## config.mk

```make
export PLATFORM = sky130hd
export DESIGN_NAME = fourphase_rx_flat
export DESIGN_NICKNAME = d
export VERILOG_FILES = /design/src/rtl/fourphase_rx_if.sv /design/src/rtl/fourphase_rx.sv /design/src/flat_wrapper.sv
export SDC_FILE = /design/constraint.sdc
export NUM_CORES = 1
export LEC_CHECK = 0
export CAP_MARGIN = 20
export CORE_MARGIN = 2
export CORE_UTILIZATION = 40
export CTS_BUF_LIST = sky130_fd_sc_hd__clkbuf_4
export DETAILED_ROUTE_END_ITERATION = 7
export GPL_TIMING_DRIVEN = 0
export HOLD_SLACK_MARGIN = 0.05
export PLACE_DENSITY = 0.73
export SYNTH_ARGS = -nofsm -noshare
export SYNTH_HDL_FRONTEND = slang
export SYNTH_SLANG_ARGS = --single-unit
export TNS_END_PERCENT = 10
```

## constraint.sdc

```tcl
create_clock -name clk_i -period 2.5 [get_ports clk_i]
set_clock_uncertainty 0.05 [all_clocks]
set_input_delay 0.375 -clock clk_i [delete_from_list [all_inputs] [get_ports clk_i]]
set_output_delay 0.375 -clock clk_i [all_outputs]
set_load 0.03 [all_outputs]
```

## src/rtl/fourphase_rx_if.sv

```systemverilog
// Bundles the upstream 4-phase req/ack/data channel and the downstream valid/ready/data beat
// seen by fourphase_rx; slave is the receiver side, master the upstream/consumer side.
interface fourphase_rx_if #(
  parameter int DataWidth = 32
);

  logic                 req_i;
  logic [DataWidth-1:0] data_i;
  logic                 ack_o;
  logic                 valid_o;
  logic                 ready_i;
  logic [DataWidth-1:0] data_o;

  modport slave (
    input  req_i,
    input  data_i,
    input  ready_i,
    output ack_o,
    output valid_o,
    output data_o
  );

  modport master (
    output req_i,
    output data_i,
    output ready_i,
    input  ack_o,
    input  valid_o,
    input  data_o
  );

endinterface

```

## src/rtl/fourphase_rx.sv

```systemverilog
// Receiving end of a 4-phase req/ack channel; each accepted req rise becomes one valid/ready beat
// through a small FIFO. Define FOURPHASE_RX_SYNC_EN to put a 2-flop synchronizer ahead of req_q.
module fourphase_rx #(
  parameter int DataWidth = 32,
  parameter int Depth     = 2
) (
  input  logic           clk_i,
  input  logic           rst_i,
  fourphase_rx_if.slave  bus
);

  localparam int PtrW = (Depth > 1) ? $clog2(Depth) : 1;
  localparam int CntW = $clog2(Depth + 1);
  localparam logic [PtrW-1:0] LastPtr = PtrW'(Depth - 1);
  localparam logic [CntW-1:0] FullCnt = CntW'(Depth);

  typedef enum logic {
    IDLE = 1'b0,
    ACK  = 1'b1
  } state_e;

  state_e               state_q;
  state_e               state_d;
  logic                 req_q;
  logic                 ack_q;
  logic                 push;
  logic                 pop;
  logic                 full;
  logic                 not_empty;
  logic [PtrW-1:0]      wr_ptr_q;
  logic [PtrW-1:0]      rd_ptr_q;
  logic [CntW-1:0]      count_q;
  logic [DataWidth-1:0] mem_q [Depth];

  function automatic logic [PtrW-1:0] ptr_inc(input logic [PtrW-1:0] ptr);
    return (ptr == LastPtr) ? '0 : ptr + PtrW'(1);
  endfunction

`ifdef FOURPHASE_RX_SYNC_EN
  logic req_meta;
  logic req_sync;

  // req_q becomes the third flop so an asynchronous upstream clock is tolerated.
  always_ff @(posedge clk_i) begin
    if (rst_i) begin
      req_meta <= 1'b0;
      req_sync <= 1'b0;
      req_q    <= 1'b0;
    end else begin
      req_meta <= bus.req_i;
      req_sync <= req_meta;
      req_q    <= req_sync;
    end
  end
`else
  always_ff @(posedge clk_i) begin
    if (rst_i) begin
      req_q <= 1'b0;
    end else begin
      req_q <= bus.req_i;
    end
  end
`endif

  assign full      = (count_q == FullCnt);
  assign not_empty = (count_q != '0);
  assign pop       = not_empty && bus.ready_i;

  // A word is taken only from IDLE, so a held-high req is never pushed twice.
  always_comb begin
    state_d = state_q;
    push    = 1'b0;
    case (state_q)
      IDLE: begin
        if (req_q && !full) begin
          push    = 1'b1;
          state_d = ACK;
        end
      end
      ACK: begin
        if (!req_q) begin
          state_d = IDLE;
        end
      end
      default: state_d = IDLE;
    endcase
  end

  always_ff @(posedge clk_i) begin
    if (rst_i) begin
      state_q <= IDLE;
      ack_q   <= 1'b0;
    end else begin
      state_q <= state_d;
      ack_q   <= (state_d == ACK);
    end
  end

  always_ff @(posedge clk_i) begin
    if (rst_i) begin
      wr_ptr_q <= '0;
      rd_ptr_q <= '0;
      count_q  <= '0;
      for (int i = 0; i < Depth; i++) begin
        mem_q[i] <= '0;
      end
    end else begin
      if (push) begin
        mem_q[wr_ptr_q] <= bus.data_i;
        wr_ptr_q        <= ptr_inc(wr_ptr_q);
      end
      if (pop) begin
        rd_ptr_q <= ptr_inc(rd_ptr_q);
      end
      case ({push, pop})
        2'b10:   count_q <= count_q + CntW'(1);
        2'b01:   count_q <= count_q - CntW'(1);
        default: count_q <= count_q;
      endcase
    end
  end

  assign bus.ack_o   = ack_q;
  assign bus.valid_o = not_empty;
  assign bus.data_o  = mem_q[rd_ptr_q];

endmodule
```

## src/flat_wrapper.sv

```systemverilog
// flat-port wrapper written by rule: the top's interface ports become plain ports
module fourphase_rx_flat 
#(
  parameter int DataWidth = 32,
  parameter int Depth     = 2
)
  (clk_i, rst_i, bus_req_i, bus_data_i, bus_ready_i, bus_ack_o, bus_valid_o, bus_data_o);
  fourphase_rx_if #(.DataWidth(DataWidth)) bus_i ();
  input  logic clk_i;
  input  logic rst_i;
  input wire logic [$bits(bus_i.req_i)-1:0] bus_req_i;
  input wire logic [$bits(bus_i.data_i)-1:0] bus_data_i;
  input wire logic [$bits(bus_i.ready_i)-1:0] bus_ready_i;
  output wire logic [$bits(bus_i.ack_o)-1:0] bus_ack_o;
  output wire logic [$bits(bus_i.valid_o)-1:0] bus_valid_o;
  output wire logic [$bits(bus_i.data_o)-1:0] bus_data_o;
  assign bus_i.req_i = bus_req_i;
  assign bus_i.data_i = bus_data_i;
  assign bus_i.ready_i = bus_ready_i;
  assign bus_ack_o = bus_i.ack_o;
  assign bus_valid_o = bus_i.valid_o;
  assign bus_data_o = bus_i.data_o;
  fourphase_rx #(.DataWidth(DataWidth), .Depth(Depth)) u_core (.clk_i(clk_i), .rst_i(rst_i), .bus(bus_i));
endmodule
```

==> results.cfg <==
[detailed_routing]
drt_iter0_drc = 29
wirelength_mm = 5.46
via_per_inst = 4.59
final_antenna_net_count = 0
first_pass_iters = 3
drc = 0
vias = 1785
wire_per_inst_um = 14.0

[synth]
yosysWarnings = 0
ys_ff_latch = 71
yosys-top-cells-area = edfxtp_1, and2_1, mux2_2
synth_top_cell_by_area = edfxtp_1
synth_edf_count = 64
syn_area_per_cell_um2 = 15.3
yosysSeqAreaShare_pct = 66.7
synthFlopType = edfxtp_1
synth.net_count = 239
netlist_instances = 202
synth_common_cells = and2_1, edfxtp_1, mux2_2, buf_2, dfxtp_1
synth.top_cell.area_share_pct = 62.1
synth_cell_types = 26
syn_area_mm2 = 0.00309
async_reset_ff_share_pct = 0

[min_path]
min_path_cells = 2
min_from = rst_i
hold_path.class = in2reg
whs_endpoint = u_core.count_q[1]

[clock_network]
cts_tree = done
cts_buffers = 9
h-tree-depth = 3
clockBufferDepth = 2
cts_hold_buffers = 0
clock-sinks = 71
clk_latency_ps = 400
postCtsSetupBuffers = 0
clkTransAtPathRegs_ps = 110
cts-resized-gates = 34
cts-root-buf = clkbuf_4

[timing]
fmax_mhz = 444
slew_violations = 0
fin_hold_ws_ps = 183
setup_viol = 0
worst_pin_slew_ps = 815
final-hold-violation-count = 0
post-route-min-period_ps = 2250
rsz0062_at_grt = false
finalCritPeriodShare_pct = 90.2
relSlewSlack_pct = 45.7

[critical_path]
path_max_fanout = 5
reg2reg_to = u_core.mem_q[1][27]
cp_slowest_cell = clkdlybuf4s50_1
startpoint_type = flip-flop
reg2reg_slack_ps = 270
worstPathCellList = clkbuf_2 -> mux2_2 -> clkdlybuf4s50_1
critPathKind = reg2out
r2r-start = u_core.count_q[1]
worstPathArrival_ps = 1830
cpPeakStageDelay_ps = 590
endpoint_kind = output port
r2r_cells = 3
critPathRequiredTime_ps = 2080

[global_routing]
grt_usage_pct = 13.9
grt_pass1_vias = 1848
grt_overflow = 0
grt_pass1_wl_mm = 8.74
grt_max_degree = 33
antenna_found_initial = 0

[final_layout]
n_fill_cell = 694
antenna_cells = 0
num-nets-final = 319
fin_area_mm2 = 0.00407
drive_gt1_share_pct = 21.6
multiInputGateArea_um2 = 966
seq_area_mm2 = 0.00206
area_delta_synth_final_pct = 31.6

[die]
io_pins = 70
fp.dieH_um = 91.9
start_util_pct = 40.7
num_rows = 32
coreArea_mm2 = 0.00761
die_area_mm2 = 0.00845
fp.dieW_um = 91.9

[pwr]
vdd_drop_max_uv = 453
p_leak_nw = 1.64
power.density_mw_per_mm2 = 786

[place]
postPlaceCellArea_mm2 = 0.00394
io_buffers = 68
dp_hpwl_mm = 3.68
place_congestion = 0.695

[flow_run]
cap_violations = 0

[status]
status = complete, no violations
-- cell type report --
class                      count  share of cell area, %
timing repair buffer          69                   16.5
buffer                        11                   2.00
multi-input combinational    119                   23.7
sequential                    71                   50.6
clock inverter                 4                   1.72
clock buffer                  12                   2.21
tap                          102                   3.13
inverter                       1                 0.0922
-- registers in the layout, indices dropped and copies added, names as in the netlist, named ones only --
| signal | flops |
|---|---|
| u_core.count_q | 2 |
| u_core.mem_q | 64 |
| u_core.req_q | 1 |
| u_core.rd_ptr_q | 1 |
| u_core.wr_ptr_q | 1 |
| u_core.bus.ack_o | 1 |
-- how the worst max path moves through the flow --
stage / start / end / slack, ps
2_1_floorplan: u_core.count_q[1] / u_core.mem_q[0][0] / 450
5_1_grt: u_core.count_q[0] / u_core.mem_q[1][17] / 120
3_5_place_dp: rst_i / u_core.mem_q[1][23] / 110
3_3_place_gp: u_core.count_q[0] / u_core.mem_q[0][24] / -130
4_1_cts: flip-flop / bus_data_o[27] / 190
6_report: flip-flop / bus_data_o[15] / 250
-- layout by cell type, fill, tap and decap left out, types with 2 or more instances in the layout --
cell              n
a21oi_1           2
and2_1           64
buf_2             4
buf_4             3
buf_6             3
bufinv_16         2
clkbuf_4         12
clkdlybuf4s50_1  38
clkinv_2          2
dfxtp_1           7
dlygate4sd2_1    30
edfxtp_1         64
mux2_1            5
mux2_2           27
nor2_1            3
nor2b_1           2
or2_2             2
xnor2_1           2
-- critical path: cells and delay by family, from the launching register on --
kind	cells	cell delay, ps
buffers and inverters	2	750
flip-flops	1	320
multiplexers	1	350
-- cell families after synthesis --
group	Yosys count	share of synthesized area (%)
muxes	32	11.7
DFF	71	66.7
and+or+nand+nor	77	16.7
AOI/OAI and AO/OA	6	1.21
xor gates and xnor gates	3	0.850
adders and majority gates	1	0.404
buffers and inverters	12	2.47
-- per-stage QoR --
stage	power [W]	worst slack, ps	TNS [ps]	std cells	utilization, %
4_1_cts	0.00324	188	0	389	53.5
6_report	0.00320	246	0	389	53.5
3_5_place_dp	0.00251	108	0	373	51.8
5_1_grt	0.00335	122	0	389	53.5
2_1_floorplan	0.00210	447	0	202	-
3_3_place_gp	0.00248	-133	-4200	372	51.3
-- routing by layer --
metal  wire (um)  global-route usage (%)  vias to the layer above
met5           0                       0                        -
met4         119                    7.09                        0
met3         235                    3.12                       12
met2        2810                    23.8                       39
met1        2300                    16.3                      856
li1            -                       -                      878
-- power breakdown --
| group | switching (W) | internal (W) | total, W |
|---|---|---|---|
| registers | 0.0000409 | 0.00140 | 0.00144 |
| clock network | 0.000373 | 0.000437 | 0.000810 |
| logic | 0.000534 | 0.000412 | 0.000946 |
| total | 0.000948 | 0.00225 | 0.00320 |
Note: power is estimated with default switching activity, not from simulation.
